`src/rtl/alu_cond_resolve.sv`:
```
// Branch condition resolver: decodes compare flags per transaction, buffers results
// in a 2-entry valid/ready FIFO and keeps saturating taken/total statistics.
module alu_cond_resolve #(
  parameter int unsigned ADDR_W = 32,
  parameter int unsigned CNT_W  = 16
) (
  input  logic              clk,
  input  logic              rst,
  input  logic              in_valid,
  output logic              in_ready,
  input  logic [2:0]        in_cond,
  input  logic [ADDR_W-1:0] in_target,
  input  logic [5:0]        cmp_flags,
  output logic              out_valid,
  input  logic              out_ready,
  output logic              out_taken,
  output logic [ADDR_W-1:0] out_target,
  input  logic              cnt_clr,
  output logic [CNT_W-1:0]  taken_cnt,
  output logic [CNT_W-1:0]  total_cnt,
  output logic              flag_err
);

  typedef enum logic [1:0] {StEmpty, StOne, StFull} state_e;

  state_e              state_q, state_d;
  logic                head_taken_q, head_taken_d;
  logic [ADDR_W-1:0]   head_target_q, head_target_d;
  logic                tail_taken_q, tail_taken_d;
  logic [ADDR_W-1:0]   tail_target_q, tail_target_d;
  logic [CNT_W-1:0]    taken_cnt_q, taken_cnt_d;
  logic [CNT_W-1:0]    total_cnt_q, total_cnt_d;
  logic                flag_err_q, flag_err_d;

  logic equ, neq, lth, lte, gth, gte;
  logic push, pop, resolved, flags_bad;

  assign {gte, gth, lte, lth, neq, equ} = cmp_flags;

  assign in_ready   = (state_q != StFull);
  assign out_valid  = (state_q != StEmpty);
  assign out_taken  = head_taken_q;
  assign out_target = head_target_q;
  assign taken_cnt  = taken_cnt_q;
  assign total_cnt  = total_cnt_q;
  assign flag_err   = flag_err_q;

  assign push = in_valid & in_ready;
  assign pop  = out_valid & out_ready;

  always_comb begin
    resolved = 1'b0;
    case (in_cond)
      3'd0:    resolved = equ;
      3'd1:    resolved = neq;
      3'd2:    resolved = lth;
      3'd3:    resolved = lte;
      3'd4:    resolved = gth;
      3'd5:    resolved = gte;
      3'd6:    resolved = 1'b1;
      default: resolved = 1'b0;
    endcase
  end

  // Mutually exclusive pairs must differ, and lte must be the union of lth and equ.
  assign flags_bad = (equ == neq) | (lth == gte) | (lte == gth) | (lte != (lth | equ));

  always_comb begin
    state_d       = state_q;
    head_taken_d  = head_taken_q;
    head_target_d = head_target_q;
    tail_taken_d  = tail_taken_q;
    tail_target_d = tail_target_q;
    unique case (state_q)
      StEmpty: begin
        if (push) begin
          head_taken_d  = resolved;
          head_target_d = in_target;
          state_d       = StOne;
        end
      end
      StOne: begin
        if (push && pop) begin
          head_taken_d  = resolved;
          head_target_d = in_target;
        end else if (push) begin
          tail_taken_d  = resolved;
          tail_target_d = in_target;
          state_d       = StFull;
        end else if (pop) begin
          state_d = StEmpty;
        end
      end
      StFull: begin
        if (pop) begin
          head_taken_d  = tail_taken_q;
          head_target_d = tail_target_q;
          state_d       = StOne;
        end
      end
      default: state_d = StEmpty;
    endcase
  end

  always_comb begin
    taken_cnt_d = taken_cnt_q;
    total_cnt_d = total_cnt_q;
    flag_err_d  = flag_err_q;
    if (cnt_clr) begin
      taken_cnt_d = '0;
      total_cnt_d = '0;
      flag_err_d  = 1'b0;
    end else if (push) begin
      if (total_cnt_q != '1) total_cnt_d = total_cnt_q + 1'b1;
      if (resolved && (taken_cnt_q != '1)) taken_cnt_d = taken_cnt_q + 1'b1;
      if (flags_bad) flag_err_d = 1'b1;
    end
  end

  always_ff @(posedge clk or posedge rst) begin
    if (rst) begin
      state_q       <= StEmpty;
      head_taken_q  <= 1'b0;
      head_target_q <= '0;
      tail_taken_q  <= 1'b0;
      tail_target_q <= '0;
      taken_cnt_q   <= '0;
      total_cnt_q   <= '0;
      flag_err_q    <= 1'b0;
    end else begin
      state_q       <= state_d;
      head_taken_q  <= head_taken_d;
      head_target_q <= head_target_d;
      tail_taken_q  <= tail_taken_d;
      tail_target_q <= tail_target_d;
      taken_cnt_q   <= taken_cnt_d;
      total_cnt_q   <= total_cnt_d;
      flag_err_q    <= flag_err_d;
    end
  end

endmodule

```
`config.mk`:
```
export PLATFORM = sky130hd
export DESIGN_NAME = alu_cond_resolve
export DESIGN_NICKNAME = d
export VERILOG_FILES = /design/src/rtl/alu_cond_resolve.sv
export SDC_FILE = /design/constraint.sdc
export NUM_CORES = 1
export LEC_CHECK = 0
export ABC_CLOCK_PERIOD_IN_PS = 3300
export CAP_MARGIN = 20
export CORE_MARGIN = 2
export CORE_UTILIZATION = 50
export CTS_CLUSTER_DIAMETER = 80
export DETAILED_ROUTE_END_ITERATION = 16
export HOLD_SLACK_MARGIN = 0.05
export PLACE_DENSITY = 0.79
export SLEW_MARGIN = 25
export SYNTH_ARGS = -nofsm -noshare
export SYNTH_HDL_FRONTEND = slang
export SYNTH_SLANG_ARGS = --single-unit
```
`constraint.sdc`:
```
create_clock -name clk -period 3.3 [get_ports clk]
set_input_delay 0.33 -clock clk [delete_from_list [all_inputs] [get_ports clk]]
set_output_delay 0.33 -clock clk [all_outputs]
set_load 0.02 [all_outputs]
```
* After elaboration in Yosys (flattened, before gate mapping) *
Cells that the tools add are included.

storage, ports and cells
  word-level logic and storage cells = 77
  register bits after elaboration = 101
  bits of input ports = 46
  output and inout bits = 68

cells by class
  reductions and logical operators = 16
  add/sub/neg operators = 2
  equality and inequality tests = 20
  bitwise logic cells = 7
  multiplexer cells = 24

operators by type and width
  kind                                            count
  2-to-1 mux 16 bit                               6
  2-to-1 mux 32 bit                               3
  case mux 32 bit (3 select lines)                1
  adder 16 x 1 -> 16 bit (second input constant)  2
  != test 16 bit (second input constant)          2
  2-to-1 mux 2 bit                                5
  != test 2 bit (second input constant)           5
  nonzero test 2 bit                              5
  == test 3 bit (second input constant)           3
  AND reduction 4 bit                             2
  case mux 1 bit (7 select lines)                 1
  == test 3 x 2 -> 1 bit (second input constant)  2
  2-to-1 mux 1 bit                                6
  case mux 2 bit (3 select lines)                 1
  AND reduction 2 bit                             3
  bitwise OR 1 bit                                4
  == test 1 bit                                   3
  == test 3 x 1 -> 1 bit (second input constant)  1
  logical NOT 3 bit                               1
  != test 3 bit (second input constant)           1
  case mux 1 bit (3 select lines)                 1
  AND reduction 3 bit                             1
  nonzero test 3 bit                              1
  bitwise AND 1 bit                               2
  6 further kinds                                 7

* Longest topological paths before layout *
Gate-level depths: netlist of run 1.

  word-level depth = 7
  mapped depth = 8
  depth with buffers taken out = 6

* Least setup slack after synthesis of run 1 *
No wires, ideal clock.

  path kind = reg2reg
  start = register taken_cnt_q[4], in the netlist taken_cnt[4]
  end = register taken_cnt_q[3], in the netlist taken_cnt[3]
  slack = 1202 ps
  arrival = 1970 ps
  cell stages (with the launch flop) = 6
  required time = 3173 ps
  buffers on the path = 0
  path through = dfrtp_1 > nand4_1 > nor4_1 > a211oi_2 > nand4_1 > mux2_1

between the ends
  word-level cells in the longest chain between the ends = 4

ends and longest elaborated chain
  element                               line  source
  start: declaration                    31    logic [CNT_W-1:0] taken_cnt_q, taken_cnt_d;
  start signal: assignment              136   taken_cnt_q <= taken_cnt_d;
  != test 16 bit                        115   if (resolved && (taken_cnt_q != '1)) taken_cnt_d = taken_cnt_q + 1'b1;
  logical AND 1 bit                     115
  nonzero test 2 bit (no source line)   --
  AND reduction 2 bit (no source line)  --

Every way passes these cells.
A chain may end at the register's enable or synchronous reset.

* Final worst setup path of run 1 *
  start = register state_q[1]
  end = output in_ready

between the ends
  word-level cells in the longest chain between the ends = 1

ends and longest elaborated chain
  element                   line  source
  start: declaration        26    state_e state_q, state_d;
  start signal: assignment  122   state_q <= StEmpty;
  start signal: assignment  131   state_q <= state_d;
  != test 2 bit             40    assign in_ready = (state_q != StFull);
  end: declaration          10    output logic in_ready,

Every way passes these cells.

==> results of run 1 <==
## Yosys cell counts, drive strengths merged (5+ instances only)
cell / number
a21oi: 21
a31oi: 34
and4: 5
clkbuf: 22
dfrtp: 101
inv: 10
mux2: 37
mux2i: 5
nand2: 75
nand2b: 5
nand3: 15
nand4: 8
nor2: 61
nor2b: 6
nor4: 11
o21ai: 8
xnor2: 12
## cells by family after synthesis
logic type / count (synthesis) / share of synthesized area (%)
AO/OA/AOI/OAI: 78 / 10.02
XOR/XNOR: 13 / 2.393
adder cells (fa/ha/maj): 2 / 0.5258
buffers and inverters: 36 / 2.997
flip-flops: 101 / 53.12
multiplexers: 43 / 10.28
AND/OR/NAND/NOR: 205 / 20.67
## layout make-up
class / instances / area, µm² / share of cell area [%]
flip-flops and latches: 101 / 2527 / 40.46
inverters: 10 / 40.04 / 0.6410
clock inverters: 6 / 76.32 / 1.222
clock buffers: 10 / 127.6 / 2.043
well taps: 129 / 161.4 / 2.584
multi-input cells: 341 / 2110 / 33.77
repair buffers: 121 / 1204 / 19.27
## per-layer routing
metal	GRT usage [%]	vias up	share of wire (%)
met5	0	-	0
met2	35.98	92	49
met1	29.43	1957	45
li1	-	1886	-
met3	2.553	22	3.0
met4	9.771	0	2.4
## power groups by stage
| stage | combinational, µW | sequential, µW | clock, µW |
|---|---|---|---|
| after detailed placement | 1070 | 1740 | 0 |
| after CTS | 1070 | 1720 | 831 |
| after floorplan | 451 | 1870 | 0 |
| final | 1060 | 1720 | 813 |
| after global routing | 1150 | 1750 | 881 |
| after global placement | 1040 | 1720 | 0 |
## stage by stage
stage          instance area (µm²)  util [%]  total power [µW]  hold WS [ps]  cells
2_1_floorplan                 4758         -              2323         419.1    478
3_3_place_gp                  6042     65.39              2759         482.5    702
3_5_place_dp                  6042     65.39              2812         495.5    702
4_1_cts                       6246     67.60              3621         389.3    718
5_1_grt                       6246     67.60              3785         419.1    718
6_report                      6246     67.60              3589         374.9    718
## path summary, 6_finish.rpt
| kind | to | cells after the start | from |
|---|---|---|---|
| max | in_ready | 4 | state_q[1]$_DFFE_PP0P_ |
| min | taken_cnt[4]$_DFFE_PP0P_ | 2 | rst |
| max reg2reg | taken_cnt[3]$_DFFE_PP0P_ | 5 | taken_cnt[4]$_DFFE_PP0P_ |
| min reg2reg | tail_target_q[8]$_DFFE_PP0P_ | 1 | tail_target_q[8]$_DFFE_PP0P_ |
| max in group asynchronous | out_target[13]$_DFFE_PP0P_ | 3 | rst |
| min in group clk | tail_target_q[8]$_DFFE_PP0P_ | 1 | tail_target_q[8]$_DFFE_PP0P_ |
## registers in the layout, indices dropped and copies added (netlist names)
| name | flops |
|---|---|
| total_cnt | 16 |
| tail_target_q | 32 |
| out_target | 32 |
| out_taken | 1 |
| taken_cnt | 16 |
| tail_taken_q | 1 |
| state_q | 2 |
| flag_err | 1 |
## placed cells by master (no fill, tap or decap), drive strengths merged, types with 6 or more instances in the layout
cell type      netlist  final
nor2b                6      6
xnor2               12     12
mux2                37     37
nor4                11     11
a31oi               34     34
o21ai                8      8
dfrtp              101    101
a21oi               21     21
nand3               15     15
clkdlybuf4s50        0    113
buf                  4      8
inv                 10     13
nand2               75     75
nand4                8      8
clkbuf              22     10
nor2                61     61
==> impl_metrics.ini, run 1 <==
[cts]
cts_setup_buffers = 0
clk_path_buf_depth = 2
clk_pin_slew_ps = 100
cts_tree = built
cts_made_buffers = 9
htreeDepth = 3
ctsResizeCount = 0
clock_latency_ps = 360
clock-root-buffer = clkbuf_8
holdBufCountCts = 0
cts.sinks = 101

[global_routing]
antenna_found_initial = 0
grt_max_degree = 67
gr-total-overflow = 0
grt_pass1_wl_um = 18230
first_global_vias = 3851
grtUsageTotal_pct = 21.93

[timing]
setup_viol = 0
rsz0062_at_grt = false
worst_pin_slew_ps = 948.1
finalMaxSlewViolations = 0
skew_ps = 18.47
max_freq_ghz = 0.3971
min_period_ps = 2518
setup_tns_ps = 0
hold_viol_final = 0
fin_ws_ps = 781.6
slew_headroom_pct = 36.21
finalCritPeriodShare_pct = 76.31

[routing]
route.detailed.drc = 0
via_per_inst = 5.511
wl_um = 11120
dr.pass1.iters = 4
dr.first_iter.drc_count = 126
ant_nets = 0
via_count = 3957
wl_per_cell_um = 15.49

[final_layout]
drive_above_1_share_pct = 11.54
syn_to_final_growth_pct = 31.26
fin_nets = 632
num-fill-cells = 729
n_antenna_cell = 0

[pwr]
switchingPower_uw = 1148
p_sw_share_pct = 31.98
vdd_ir_drop_max_uv = 339.0
cell_internal_pwr_uw = 2442
leakage_uw = 0.002502
clkPwrFrac_pct = 22.6
p_comb_share_pct = 29.5
p_per_area_nw_per_um2 = 574.7
pwr-share-seq_pct = 47.9

[logic_synthesis]
synth_cell_types = 44
yosys_register_bits = 101
ys.flop_type = dfrtp_1
synth_area_leader_cell = dfrtp_1
synth_top_area_share_pct = 53.12
seq_area_frac_synth_pct = 53.12
synthTopCellsByArea = dfrtp_1 53%, mux2_2 7.8%, nand2_1 5.9%
synthCells = 478
synth_nets = 526
synth_area_um2 = 4758
synthArstFlopShare_pct = 100.0
yosysWarnings = 0
synth_edf_count = 0
avgSynthCellArea_um2 = 9.955

[setup_path]
cpMaxStageDelayCell = clkdlybuf4s50_1
worst_ep_arrival_time_ps = 2190
cp-start-kind = flip-flop
path_delay_family = buffers and inverters
cp.required_ps = 2970
cpPeakStageDelay_ps = 680
end_kind = primary output
r2r_slack_ps = 1020
path_class = flip-flop to primary output
path_cells = nor2b_2 > inv_2 > buf_4 > clkdlybuf4s50_1
crit_fanout = 34
crit_buf_inv = 3

[run]
cap_violations = 0

[floorplanning]
io_pins = 114
dieArea_um2 = 10310
fp-row-count = 35
die_w_um = 101.6
die_h_um = 101.6
start_util_pct = 51.50
core_area_um2 = 9240

[worst_hold_path]
hold_path_class = input port to asynchronous set/reset pin

[placement]
portBuffers = 113
dp_hpwl_um = 7447
pre_cts_slack_ps = 757.6
gp_congestion = 0.8807

[outcome]
status = complete, no violations
(Power assumes the default switching activity.)
==> run 2: changes to the inputs <==
--- a/config.mk
+++ b/config.mk
@@ -5,14 +5,14 @@
 export SDC_FILE = /design/constraint.sdc
 export NUM_CORES = 1
 export LEC_CHECK = 0
-export ABC_CLOCK_PERIOD_IN_PS = 3300
+export ABC_CLOCK_PERIOD_IN_PS = 2200
 export CAP_MARGIN = 20
 export CORE_MARGIN = 2
-export CORE_UTILIZATION = 50
+export CORE_UTILIZATION = 45
 export CTS_CLUSTER_DIAMETER = 80
 export DETAILED_ROUTE_END_ITERATION = 16
 export HOLD_SLACK_MARGIN = 0.05
-export PLACE_DENSITY = 0.79
+export PLACE_DENSITY = 0.75
 export SLEW_MARGIN = 25
 export SYNTH_ARGS = -nofsm -noshare
 export SYNTH_HDL_FRONTEND = slang
==> constraint.sdc (replaced) <==
create_clock -name clk -period 2.2 [get_ports clk]
set_input_delay 0.22 -clock clk [delete_from_list [all_inputs] [get_ports clk]]
set_output_delay 0.22 -clock clk [all_outputs]
set_load 0.02 [all_outputs]
==> run 2 against run 1 <==
Against the previous run:
- global-route usage shrank 1.2 points
- first-iteration DRC count grew 45%
- sequential share of layout area shrank 1.2 points
- sequential power grew 50%
- clock power grew 44%
- count of clock-buffer cells in the layout shrank 1
- critical path depth is the same
- combinational power grew 54%
- wire length shrank 0.37%
- critical path type unchanged
- largest cell class unchanged
==> impl_metrics.ini, run 2 (synthesis gave the netlist of run 1 again) <==
[setup_path]
path_cells = nor2b_2 > inv_2 > buf_4 > clkdlybuf4s50_1
end_kind = primary output
path_class = flip-flop to primary output
cp.required_ps = 1980
worst_ep_arrival_time_ps = 1840
cp-start-kind = flip-flop
cpPeakStageDelay_ps = 620
cpMaxStageDelayCell = clkdlybuf4s50_1
crit_fanout = 9

[timing]
rsz0062_at_grt = false
hold_viol_final = 0
min_period_ps = 2056
setup_tns_ps = 0
finalMaxSlewViolations = 0
finalCritPeriodShare_pct = 93.45
worst_pin_slew_ps = 480.0
hold_slack_ps = 222.9
setup_viol = 0
slew_headroom_pct = 67.93
skew_ps = 13.98
max_freq_ghz = 0.4864

[routing]
dr.pass1.iters = 4
dr.first_iter.drc_count = 183
route.detailed.drc = 0
wl_per_cell_um = 14.91
via_count = 3960
via_per_inst = 5.330
ant_nets = 0
wl_um = 11080

[global_routing]
gr-total-overflow = 0
first_global_vias = 3925
grt_pass1_wl_um = 19070
grt_max_degree = 67
grtUsageTotal_pct = 20.74
antenna_found_initial = 0

[final_layout]
syn_to_final_growth_pct = 35.21
layout_commonest_cell = clkdlybuf4s50_1
n_antenna_cell = 0
fin_nets = 650
drive_above_1_share_pct = 14.50
num-fill-cells = 848
most-common-layout-cells = 113 x clkdlybuf4s50_1, 101 x dfrtp_1, 75 x nand2_1, 60 x nor2_1, 34 x a31oi_1

[cts]
holdBufCountCts = 0
cts.sinks = 101
ctsResizeCount = 0
cts_made_buffers = 9
clock_latency_ps = 370
htreeDepth = 3
clock-root-buffer = clkbuf_8
clk_path_buf_depth = 2
cts_setup_buffers = 0
clk_pin_slew_ps = 110
cts_tree = built

[pwr]
vdd_ir_drop_max_uv = 498.0
leakage_uw = 0.002596
p_total_uw = 5375
p_per_area_nw_per_um2 = 835.4

[floorplanning]
dieArea_um2 = 11410
die_h_um = 106.8
core_area_um2 = 10280
io_pins = 114
fp-row-count = 37
die_w_um = 106.8
start_util_pct = 46.30

[run]
cap_violations = 0

[outcome]
status = complete, no violations

[worst_hold_path]
hold_path_class = input port to asynchronous set/reset pin

[placement]
gp_congestion = 0.8588
dp_hpwl_um = 7783
portBuffers = 113
[run 2: cell types whose count changed in the layout (fill, tap and decap cells not counted), sizes merged]
cell	before	now
bufinv	1	0
inv	13	12
buf	8	26
clkinv	2	4
clkbuf	10	9
clkinvlp	0	1
[run 2: through the flow]
step / setup slack [ps] / instance area (µm²) / utilization [%] / cells
floorplan: 102.2 / 4762 / - / 478
global placement: -84.23 / 6225 / 60.57 / 727
detailed placement: -152.2 / 6225 / 60.57 / 727
CTS: 119.7 / 6427 / 62.54 / 743
global route: 67.97 / 6434 / 62.60 / 743
finish: 144.0 / 6434 / 62.60 / 743
[run 2: final timing paths]
check | start | endpoint | slack [ps] | depth (start not counted)
setup / recovery | state_q[1]$_DFFE_PP0P_ | in_ready | 140 | 4
hold / removal | rst | taken_cnt[14]$_DFFE_PP0P_ | 220 | 2
setup reg to reg | total_cnt[0]$_DFFE_PP0P_ | total_cnt[13]$_DFFE_PP0P_ | 200 | 5
hold reg to reg | flag_err$_DFFE_PP0P_ | flag_err$_DFFE_PP0P_ | 520 | 2
max in group asynchronous | rst | tail_target_q[30]$_DFFE_PP0P_ | 1410 | 3
min in group clk | in_target[15] | out_target[15]$_DFFE_PP0P_ | 430 | 3
[run 2: where the power goes]
part	internal (µW)	switching [µW]
Clock	451	718
Sequential	2320	262
Combinational	842	787
[run 2: layout make-up]
type                       instances  area, µm²  share of cell area, %
sequential                       101       2527                  39.28
inverter                          10      41.29                 0.6418
multi-input combinational        341       2116                  32.89
tap                              136      170.2                  2.645
clock inverter                     7      78.83                  1.225
timing repair buffer             139       1376                  21.39
clock buffer                       9      123.9                  1.925
[run 2: critical path: cells and delay by family, from the launching register on]
| kind | cells | cell delay [ps] |
|---|---|---|
| buffers and inverters | 3 | 940 |
| AND/OR/NAND/NOR | 1 | 160 |
| flip-flops | 1 | 380 |
[run 2: metal layers]
metal | wire length, µm | global-route usage [%]
met5 | 0 | 0
met3 | 363 | 3.647
met1 | 4827 | 26.59
met4 | 113 | 5.380
met2 | 5775 | 36.35
==> run 3: changes to the inputs <==
--- a/config.mk
+++ b/config.mk
@@ -7,10 +7,11 @@
 export LEC_CHECK = 0
 export ABC_CLOCK_PERIOD_IN_PS = 2200
 export CAP_MARGIN = 20
-export CORE_MARGIN = 2
+export CORE_MARGIN = 5
 export CORE_UTILIZATION = 45
 export CTS_CLUSTER_DIAMETER = 80
 export DETAILED_ROUTE_END_ITERATION = 16
+export GPL_TIMING_DRIVEN = 0
 export HOLD_SLACK_MARGIN = 0.05
 export PLACE_DENSITY = 0.75
 export SLEW_MARGIN = 25
==> run 3 against run 2 <==
Against the previous run:
- register-to-register slack worse by 90 ps
- largest cell class unchanged
- die area up 12%
- worst hold slack better by 23 ps
- critical path type is now flip-flop to flip-flop
- clock skew down 0.80 ps
- design area down 0.60%
- critical path depth up 1
==> impl_metrics.ini, run 3 (synthesis gave the netlist of run 1 again) <==
[timing]
skew_ps = 13.18
finalMaxSlewViolations = 0
rsz0062_at_grt = false
hold_viol_final = 0
slew_headroom_pct = 56.58
setup_viol = 0
hold_slack_ps = 245.4
max_freq_ghz = 0.4782
worst_pin_slew_ps = 645.9
finalCritPeriodShare_pct = 95.04
min_period_ps = 2091

[placement]
dp_hpwl_um = 9076
portBuffers = 112
gp_congestion = 0.8779

[final_layout]
syn_to_final_growth_pct = 34.39
drive_above_1_share_pct = 13.38
multi_input_area_um2 = 2132
layout_commonest_cell = clkdlybuf4s50_1
most-common-layout-cells = 111 x clkdlybuf4s50_1, 100 x dfrtp_1, 74 x nand2_1, 61 x nor2_1, 34 x a31oi_1
regArea_um2 = 2529
fin_nets = 656
num-fill-cells = 877
n_antenna_cell = 0

[worst_hold_path]
hold_path_class = input port to asynchronous set/reset pin

[floorplanning]
core_area_um2 = 10320
io_pins = 114
start_util_pct = 46.09
die_h_um = 112.8
die_w_um = 112.8
fp-row-count = 37
dieArea_um2 = 12730

[global_routing]
grt_max_degree = 32
antenna_found_initial = 0
gr-total-overflow = 0
grtUsageTotal_pct = 19.39
grt_pass1_wl_um = 20200
first_global_vias = 4100

[setup_path]
cp.required_ps = 2440
end_kind = flip-flop
r2r_start = taken_cnt[4]$_DFFE_PP0P_
cp-start-kind = flip-flop
path_class = flip-flop to flip-flop
r2r_slack_ps = 110
reg2reg_to = taken_cnt[3]$_DFFE_PP0P_
worst_ep_arrival_time_ps = 2330
reg2regPathDepth = 5
crit_fanout = 6

[pwr]
leakage_uw = 0.002566
p_per_area_nw_per_um2 = 835.4
p_total_uw = 5342
vdd_ir_drop_max_uv = 409.2

[cts]
clock-root-buffer = clkbuf_8
clock_latency_ps = 360
htreeDepth = 3
cts_tree = built
clk_pin_slew_ps = 110
cts.sinks = 101
cts_made_buffers = 9
clk_path_buf_depth = 2

[routing]
route.detailed.drc = 0
wl_um = 12340
via_per_inst = 5.410
via_count = 4052
dr.pass1.iters = 4
ant_nets = 0
wl_per_cell_um = 16.47
dr.first_iter.drc_count = 179

[outcome]
status = complete, no violations

[run]
cap_violations = 0
-- run 3: changes by cell type in the layout (fill, tap and decap cells not counted), sizes merged --
cell	previous run	this run
buf	26	11
clkbuf	9	31
clkdlybuf4s15	0	1
clkdlybuf4s50	113	111
clkinv	4	2
clkinvlp	1	3
-- run 3: layer usage --
metal  GRT usage [%]  wire length, µm  vias up
li1                -                -     1937
met1           24.79             5376     2012
met2           33.49             6357       89
met3           3.422              433       14
met4           6.090              170        0
met5               0                0        -
-- run 3: timing repair --
action | CTS | global route
gates resized for setup | 17 | 11
buffers inserted | 0 | 5
endpoints found under the setup margin | 27 | 45
hold buffers | 0 | 0
pin swaps | 0 | 2
-- run 3: stage by stage --
| step | setup WS, ps | utilization, % | instance area (µm²) | instances | TNS (ps) |
|---|---|---|---|---|---|
| after floorplan | 102.2 | - | 4762 | 478 | 0 |
| after global placement | -484.8 | 58.64 | 6053 | 726 | -44710 |
| after detailed placement | -523.8 | 59.22 | 6113 | 729 | -23690 |
| after CTS | 12.43 | 61.45 | 6344 | 745 | 0 |
| after global routing | 3.042 | 61.94 | 6395 | 749 | 0 |
| final | 109.0 | 61.94 | 6395 | 749 | 0 |
-- run 3: area by class of cell --
| class | count | area share [%] |
|---|---|---|
| Sequential cell | 101 | 39.54 |
| Multi-Input combinational cell | 341 | 33.34 |
| Timing Repair Buffer | 120 | 19.08 |
| Tap cell | 136 | 2.661 |
| Clock buffer | 9 | 1.937 |
| Buffer | 25 | 1.898 |
| Clock inverter | 7 | 0.9000 |
| Inverter | 10 | 0.6457 |
-- run 3: worst max path at each step --
stage	startpoint	to	slack, ps	depth (start not counted)
3_3_place_gp	state_q[1]$_DFFE_PP0P_	in_ready	-480	6
3_5_place_dp	state_q[1]$_DFFE_PP0P_	in_ready	-520	6
5_1_grt	taken_cnt[4]$_DFFE_PP0P_	taken_cnt[3]$_DFFE_PP0P_	3	5
2_1_floorplan	taken_cnt[4]$_DFFE_PP0P_	taken_cnt[3]$_DFFE_PP0P_	100	5
6_report	taken_cnt[4]$_DFFE_PP0P_	taken_cnt[3]$_DFFE_PP0P_	110	5
4_1_cts	out_ready	out_target[27]$_DFFE_PP0P_	10	7
-- run 3: power breakdown --
part           internal [µW]  switching (µW)
clock                    428             684
combinational            824             816
sequential              2320             273
-- run 3: critical path, stage by stage, from the launching register on --
cell and delay, ps:
dfrtp_1 450, nand4_1 230, nor4_2 670, a211oi_4 160
nand4_1 140, mux2_1 330
